`src/rtl/alu_pkg.sv`:
```
// Shared types for the handshaked sequential ALU: opcodes, FSM states,
// and small opcode classification helpers.
package alu_pkg;

    localparam int OP_W = 4;

    typedef enum logic [OP_W-1:0] {
        OP_ADD = 4'd0,
        OP_SUB = 4'd1,
        OP_MUL = 4'd2,
        OP_DIV = 4'd3,
        OP_MOD = 4'd4,
        OP_AND = 4'd5,
        OP_OR  = 4'd6,
        OP_XOR = 4'd7,
        OP_SHL = 4'd8,
        OP_SHR = 4'd9
    } alu_op_e;

    typedef enum logic [1:0] {
        IDLE = 2'd0,
        EXEC = 2'd1,
        ITER = 2'd2,
        DONE = 2'd3
    } alu_state_e;

    // Ops that use the restoring divider.
    function automatic logic is_div_op(input logic [OP_W-1:0] op);
        return (op == OP_DIV) || (op == OP_MOD);
    endfunction

    // Ops that take one iteration per operand bit.
    function automatic logic is_iter_op(input logic [OP_W-1:0] op);
        return (op == OP_MUL) || is_div_op(op);
    endfunction

endpackage

```
`src/rtl/alu_seq_divider.sv`:
```
// Restoring divider, one quotient bit per step. i_start loads the operands,
// each i_step retires one bit. o_quot/o_rem show the values *after* the
// current step so the owner can capture the final answer on the last step,
// flagged by o_done. Divide-by-zero is resolved by the owner.
module alu_seq_divider
    import alu_pkg::*;
#(
    parameter int WIDTH = 4
) (
    input  logic             clk,
    input  logic             rst,
    input  logic             i_start,
    input  logic             i_step,
    input  logic [WIDTH-1:0] i_a,
    input  logic [WIDTH-1:0] i_b,
    output logic [WIDTH-1:0] o_quot,
    output logic [WIDTH-1:0] o_rem,
    output logic             o_done
);

    localparam int CNT_W = (WIDTH > 1) ? $clog2(WIDTH) : 1;

    logic [WIDTH-1:0] r_q;
    logic [WIDTH-1:0] r_rem;
    logic [WIDTH-1:0] r_div;
    logic [CNT_W-1:0] r_cnt;
    logic             r_busy;

    logic [WIDTH:0]   w_shift;
    logic [WIDTH-1:0] w_diff;
    logic             w_borrow;

    // Partial remainder shifted left with the next dividend bit; the true
    // difference is always below the divisor, so WIDTH bits hold it.
    assign w_shift  = {r_rem, r_q[WIDTH-1]};
    assign w_borrow = (w_shift < {1'b0, r_div});
    assign w_diff   = w_shift[WIDTH-1:0] - r_div;
    assign o_quot   = {r_q[WIDTH-2:0], ~w_borrow};
    assign o_rem    = w_borrow ? w_shift[WIDTH-1:0] : w_diff;
    assign o_done   = r_busy && (r_cnt == '0);

    // Load on start, then retire one quotient bit per step.
    always_ff @(posedge clk) begin
        if (rst) begin
            r_q    <= '0;
            r_rem  <= '0;
            r_div  <= '0;
            r_cnt  <= '0;
            r_busy <= 1'b0;
        end else if (i_start) begin
            r_q    <= i_a;
            r_rem  <= '0;
            r_div  <= i_b;
            r_cnt  <= CNT_W'(WIDTH - 1);
            r_busy <= 1'b1;
        end else if (i_step && r_busy) begin
            r_q   <= o_quot;
            r_rem <= o_rem;
            if (r_cnt == '0) begin
                r_busy <= 1'b0;
            end else begin
                r_cnt <= r_cnt - 1'b1;
            end
        end
    end

endmodule

```
`src/rtl/alu_seq.sv`:
```
// Handshaked multi-cycle ALU. One request in (valid/ready), one response out
// (valid/ready). Single-cycle ops answer 2 cycles after accept, MUL/DIV/MOD
// after WIDTH+1. Define ALU_SEQ_DBZ_ERR_EN to add rsp_err (divide by zero or
// unsupported opcode).
//
// Handshake: a transfer happens on a rising edge where valid and ready are
// both high; valid, once raised, holds its payload stable until that edge.
module alu_seq
    import alu_pkg::*;
#(
    parameter int WIDTH = 4
) (
    input  logic               clk,
    input  logic               rst,
    input  logic               req_valid,
    output logic               req_ready,
    input  logic [WIDTH-1:0]   req_a,
    input  logic [WIDTH-1:0]   req_b,
    input  logic [OP_W-1:0]    req_op,
    output logic               rsp_valid,
    input  logic               rsp_ready,
    output logic [2*WIDTH-1:0] rsp_result,
    output logic               rsp_n,
    output logic               rsp_z,
    output logic               rsp_c,
    output logic               rsp_v,
`ifdef ALU_SEQ_DBZ_ERR_EN
    output logic               rsp_err,
`endif
    output alu_state_e         dbg_state
);

    localparam int CNT_W = (WIDTH > 1) ? $clog2(WIDTH) : 1;

    alu_state_e         r_state;
    logic               r_req_ready;
    logic               r_rsp_valid;
    logic [2*WIDTH-1:0] r_result;
    logic               r_n, r_z, r_c, r_v;
    logic [WIDTH-1:0]   r_a, r_b;
    logic [OP_W-1:0]    r_op;
    logic [CNT_W-1:0]   r_cnt;
    logic [2*WIDTH-1:0] r_acc;
    logic [2*WIDTH-1:0] r_mcand;
    logic [WIDTH-1:0]   r_mplier;

    logic               w_accept;
    logic               w_div_done;
    logic               w_iter_last;
    logic [WIDTH-1:0]   w_quot, w_rem;
    logic [WIDTH:0]     w_sum;
    logic [WIDTH-1:0]   w_diff;
    logic               w_shift_big;
    logic [2*WIDTH-1:0] w_mul_next;
    logic [2*WIDTH-1:0] w_result;
    logic               w_n, w_z, w_c, w_v;

    assign w_accept    = req_valid && r_req_ready;
    assign w_sum       = {1'b0, r_a} + {1'b0, r_b};
    assign w_diff      = r_a - r_b;
    assign w_shift_big = (32'(r_b) >= 32'(WIDTH));
    assign w_mul_next  = r_acc + (r_mplier[0] ? r_mcand : '0);
    assign w_iter_last = is_div_op(r_op) ? w_div_done : (r_cnt == '0);

    alu_seq_divider #(.WIDTH(WIDTH)) u_div (
        .clk     (clk),
        .rst     (rst),
        .i_start (w_accept && is_div_op(req_op)),
        .i_step  ((r_state == ITER) && is_div_op(r_op)),
        .i_a     (req_a),
        .i_b     (req_b),
        .o_quot  (w_quot),
        .o_rem   (w_rem),
        .o_done  (w_div_done)
    );

    // Response value for the registered operands; captured by EXEC or the
    // last ITER cycle.
    always_comb begin
        w_result = '0;
        w_c      = 1'b0;
        w_v      = 1'b0;
        case (r_op)
            OP_ADD: begin
                w_result[WIDTH-1:0] = w_sum[WIDTH-1:0];
                w_c = w_sum[WIDTH];
                w_v = (r_a[WIDTH-1] == r_b[WIDTH-1]) && (w_sum[WIDTH-1] != r_a[WIDTH-1]);
            end
            OP_SUB: begin
                w_result[WIDTH-1:0] = w_diff;
                w_c = (r_a < r_b);
                w_v = (r_a[WIDTH-1] != r_b[WIDTH-1]) && (w_diff[WIDTH-1] != r_a[WIDTH-1]);
            end
            OP_MUL: w_result = w_mul_next;
            OP_DIV: w_result[WIDTH-1:0] = (r_b == '0) ? '1 : w_quot;
            OP_MOD: w_result[WIDTH-1:0] = (r_b == '0) ? r_a : w_rem;
            OP_AND: w_result[WIDTH-1:0] = r_a & r_b;
            OP_OR:  w_result[WIDTH-1:0] = r_a | r_b;
            OP_XOR: w_result[WIDTH-1:0] = r_a ^ r_b;
            OP_SHL: w_result[WIDTH-1:0] = w_shift_big ? '0 : (r_a << r_b);
            OP_SHR: w_result[WIDTH-1:0] = w_shift_big ? '0 : (r_a >> r_b);
            default: ;
        endcase
    end

    assign w_z = (w_result == '0);
    assign w_n = (r_op == OP_MUL) ? w_result[2*WIDTH-1] : w_result[WIDTH-1];

`ifdef ALU_SEQ_DBZ_ERR_EN
    logic r_err;
    logic w_err;
    assign w_err   = (is_div_op(r_op) && (r_b == '0)) || (r_op > OP_SHR);
    assign rsp_err = r_err;

    // Error flag captured alongside the response.
    always_ff @(posedge clk) begin
        if (rst) begin
            r_err <= 1'b0;
        end else if (((r_state == EXEC) || ((r_state == ITER) && w_iter_last))) begin
            r_err <= w_err;
        end
    end
`endif

    // Control FSM with registered handshake outputs and iterative multiplier.
    always_ff @(posedge clk) begin
        if (rst) begin
            r_state     <= IDLE;
            r_req_ready <= 1'b1;
            r_rsp_valid <= 1'b0;
            r_result    <= '0;
            {r_n, r_z, r_c, r_v} <= 4'b0000;
            r_a         <= '0;
            r_b         <= '0;
            r_op        <= '0;
            r_cnt       <= '0;
            r_acc       <= '0;
            r_mcand     <= '0;
            r_mplier    <= '0;
        end else begin
            case (r_state)
                IDLE: begin
                    if (w_accept) begin
                        r_a         <= req_a;
                        r_b         <= req_b;
                        r_op        <= req_op;
                        r_req_ready <= 1'b0;
                        if (is_iter_op(req_op)) begin
                            r_state  <= ITER;
                            r_cnt    <= CNT_W'(WIDTH - 1);
                            r_acc    <= '0;
                            r_mcand  <= {{WIDTH{1'b0}}, req_a};
                            r_mplier <= req_b;
                        end else begin
                            r_state <= EXEC;
                        end
                    end
                end
                EXEC: begin
                    r_result    <= w_result;
                    {r_n, r_z, r_c, r_v} <= {w_n, w_z, w_c, w_v};
                    r_rsp_valid <= 1'b1;
                    r_state     <= DONE;
                end
                ITER: begin
                    r_acc    <= w_mul_next;
                    r_mcand  <= r_mcand << 1;
                    r_mplier <= r_mplier >> 1;
                    if (w_iter_last) begin
                        r_result    <= w_result;
                        {r_n, r_z, r_c, r_v} <= {w_n, w_z, w_c, w_v};
                        r_rsp_valid <= 1'b1;
                        r_state     <= DONE;
                    end else begin
                        r_cnt <= r_cnt - 1'b1;
                    end
                end
                DONE: begin
                    if (rsp_ready) begin
                        r_rsp_valid <= 1'b0;
                        r_req_ready <= 1'b1;
                        r_state     <= IDLE;
                    end
                end
                default: r_state <= IDLE;
            endcase
        end
    end

    assign req_ready  = r_req_ready;
    assign rsp_valid  = r_rsp_valid;
    assign rsp_result = r_result;
    assign rsp_n      = r_n;
    assign rsp_z      = r_z;
    assign rsp_c      = r_c;
    assign rsp_v      = r_v;
    assign dbg_state  = r_state;

endmodule

```
`config.mk`:
```
export PLATFORM = sky130hd
export DESIGN_NAME = alu_seq
export DESIGN_NICKNAME = d
export VERILOG_FILES = /design/src/rtl/alu_pkg.sv /design/src/rtl/alu_seq_divider.sv /design/src/rtl/alu_seq.sv
export SDC_FILE = /design/constraint.sdc
export NUM_CORES = 1
export LEC_CHECK = 0
export BUFFER_PORTS_ARGS = -buffer_cell sky130_fd_sc_hd__buf_2
export CAP_MARGIN = 20
export CORE_AREA = 5 5 102 104
export DETAILED_ROUTE_END_ITERATION = 6
export DIE_AREA = 0 0 107 109
export GPL_ROUTABILITY_DRIVEN = 0
export PLACE_DENSITY_LB_ADDON = 0.1
export SYNTH_ARGS = -nofsm -noshare
export SYNTH_HDL_FRONTEND = slang
export SYNTH_SLANG_ARGS = --single-unit
```
`constraint.sdc`:
```
create_clock -name clk -period 5.9 [get_ports clk]
set_input_delay 0 -clock clk [delete_from_list [all_inputs] [get_ports clk]]
set_output_delay 0 -clock clk [all_outputs]
set_load 0.01 [all_outputs]
```
==> summary.md <==
| Metric | Value |
|---|---|
| Net Count, Synth | 585 |
| Final hold slack | 0.243 ns |
| Unrepaired setup endpoints after global routing | no |
| Chip width | 107 um |
| Met3 routed WL | 440 um |
| Count of final setup violators | 0 |
| Crit path buf inv count | 0 |
| Sum Neg Setup Slack | 0 ns |
| Slowest stage delay, CP | 1.05 ns |
| Vias in the first global route | 3765 |
| Area leader, netlist | dfxtp_1 |
| Iteration-0 DRC Markers | 162 |
| # H-tree levels | 3 |
| Total GRT Usage | 20.6% |
| CTS tree | built |
| First-pass GRT wire length | 18800 um |
| Post-synth top flop | dfxtp_1 |
| Met2 WL post-DR | 5350 um |
| # fillers | 953 |
| Leakage Power | 1.84 nW |
| Syn_area_per_cell | 7.72 um2 |
| Starting density of the core | 43.8% |
| TritonCTS Buffers | 9 |
| Highest Signal Layer | met4 |
| Startpoint Class | register |
| Bufs on Longest Clock Path | 2 |
| Worst EP required | 6.11 ns |
| Count of different cell masters after synthesis | 63 |
| Post-synth EDFFs | 0 |
| # Post-CTS Setup Buffers | 0 |
| Final wirelength | 11200 um |
| Worst setup EP type | register |
| Final WS setup | 2.93 ns |
| Antenna Nets Post-Route | 0 |
| Slew @ Worst Pin | 1.10 ns |
| Nets@finish | 616 |
| Power density over the cells | 357 nW/um2 |
| Pre-antenna DRT Iters | 4 |
| Post_cts resized | 0 |
| Clock Sinks | 65 |
| Yosys top cell area share | 31.4% |
| Drt wl/cell | 16.3 um |
| GR Overflow Total | 0 |
| Worst reg-to-reg setup slack | 2.93 ns |
| Most frequent cells in the layout | a21oi_1 (72), nand2_1 (71), dfxtp_1 (65), nor2_1 (47), buf_2 (31) |
| Die Span Y | 109 um |
| Hold Violations, Final | 0 |
| Final Cycle Share | 50.3% |
| Std-Cell Rows | 36 |
| Via count | 3896 |
| Most common cell after layout, fill and taps aside | a21oi_1 |
| Share of the yosys chip area belonging to registers | 31.4% |
| Ant. Diodes | 0 |
| HP Class | in -> reg |
| CTS clk-pin slew, worst paths | 0.07 ns |
| Worst path arrival time | 3.18 ns |
| Io pins | 32 |
| Worst rel slew slack | 26.7% |
| Initial antenna violation count | 0 |
| Die area | 11700 um2 |
| Worst skew pair latency | 0.35 ns |
| Clk root buf | clkbuf_8 |
| DP HPWL | 8100 um |
| Tmin final | 2.97 ns |
| Synth-to-Final Area Change | 14.3% |
| Largest delay share family, worst path | simple AND/OR/NAND/NOR gates |
| Largest net degree at the start of global routing | 64 |
| Max-cap violations | 0 |
| Share of cells above drive strength 1 | 11.5% |
| Register bit total from synthesis | 65 |
| DRC violations left | 0 |
| Maximum vdd ir drop | 0.220 mV |
| Largest cells by area after synthesis | dfxtp_1 (31%), a21oi_1 (8.7%), ha_1 (8.4%) |
| Core Region | 9460 um2 |
| Fin. max-slew vios | 0 |
| Async S/R FF share, synth | 0% |
| Vias per cell | 5.67 |
| Synthesized area | 4150 um2 |
| Critical-path top delay cell | dfxtp_1 |
| Achievable frequency | 0.337 GHz |
| CP max FO | 33 |
| Cells after synthesis | 537 |
| Ys Warns | 0 |
| Cell breakdown of the critical path | nand3b_1 > a21oi_4 > mux2i_1 > and2_4 > nor2_1 > o311a_1 > nor3_1 |
| Dpl ws | 2.98 ns |
| Worst Skew | 0.00890 ns |
| Met1 wire length | 5180 um |
| Buffers on Ports | 31 |
| Status | finished clean |
| Worst setup path category | reg -> reg |
==> layout make-up <==
| cell class | instances | area (um2) | share of cell area, % |
|---|---|---|---|
| multi-input combinational | 414 | 2620 | 55.2 |
| sequential | 65 | 1300 | 27.5 |
| timing repair buffer | 50 | 333 | 7.02 |
| tap | 114 | 143 | 3.01 |
| clock buffer | 10 | 138 | 2.90 |
| clock inverter | 6 | 105 | 2.22 |
| inverter | 28 | 105 | 2.22 |
==> layer usage <==
| metal | up-vias | track usage, % |
|---|---|---|
| met3 | 16 | 3.85 |
| met5 | - | 0 |
| met1 | 1841 | 26.8 |
| li1 | 1963 | - |
| met2 | 76 | 34.4 |
| met4 | 0 | 7.03 |
==> logic make-up (layout without fill, tap and decap cells) <==
group	after synthesis	count (layout)	synth area share, %
and+or+nand+nor	206	206	23.8
buffers and inverters	58	94	5.67
DFF	65	65	31.4
adders and majority gates	32	32	10.4
xor gates and xnor gates	11	11	2.32
muxes	15	15	3.74
AOI/OAI and AO/OA	150	150	22.7
==> final timing paths <==
kind	start	cells past startpoint	endpoint
min	req_valid	5	u_div.r_busy
max reg2reg	r_op[0]	7	rsp_result[2]
max	r_op[0]	7	rsp_result[2]
min reg2reg	rsp_result[6]	2	rsp_result[6]
==> synth_stat cells (3+ instances only) <==
master / count
dfxtp_1: 65
nand3b_1: 3
mux2i_1: 11
fa_1: 4
buf_2: 5
ha_1: 28
xnor2_1: 6
and2_1: 9
a31oi_1: 6
nand2b_1: 7
and3_1: 3
nand3_1: 28
o21ai_0: 13
a211o_1: 4
a21o_1: 5
nor3_1: 13
nor3b_1: 4
o31ai_1: 4
clkbuf_1: 22
xor2_1: 5
a211oi_1: 17
mux2_2: 4
a21oi_1: 72
nand2_1: 71
inv_1: 28
nor2_1: 47
==> registers in the layout, indices dropped and copies added, names as in the netlist, 2 cells and up <==
name / flops
r_cnt: 2
r_acc: 8
r_b: 4
u_div.r_q: 4
u_div.r_rem: 4
dbg_state: 2
r_a: 4
rsp_result: 8
r_mcand: 8
r_mplier: 4
u_div.r_div: 4
u_div.r_cnt: 2
r_op: 4
==> power by group <==
part | internal (mW) | switching [mW] | leakage [nW]
Clock | 0.290 | 0.177 | 0.126
Sequential | 0.505 | 0.0834 | 0.528
Combinational | 0.244 | 0.391 | 1.18
Total | 1.04 | 0.652 | 1.84
==> stage by stage <==
| stage | area (um2) | instances | total power [mW] | utilization, % |
|---|---|---|---|---|
| after floorplan | 4150 | 537 | 1.04 | - |
| after global placement | 4360 | 657 | 1.22 | 46.1 |
| after detailed placement | 4360 | 657 | 1.23 | 46.1 |
| after CTS | 4740 | 687 | 1.71 | 50.1 |
| after global routing | 4740 | 687 | 1.82 | 50.1 |
| final | 4740 | 687 | 1.69 | 50.1 |
==> tightest hold or removal path: cells and delay by family <==
kind / cells / cell delay [ns]
buffers and inverters: 1 / 0.11
AOI/OAI and AO/OA: 2 / 0.24
and+or+nand+nor: 2 / 0.20
==> what timing repair did <==
action / in CTS / in global routing
setup endpoints to repair: 0 / 0
hold buffers: 14 / 0
hold endpoints to repair: 23 / 0
No activity file was read; power rests on OpenSTA's default activity.
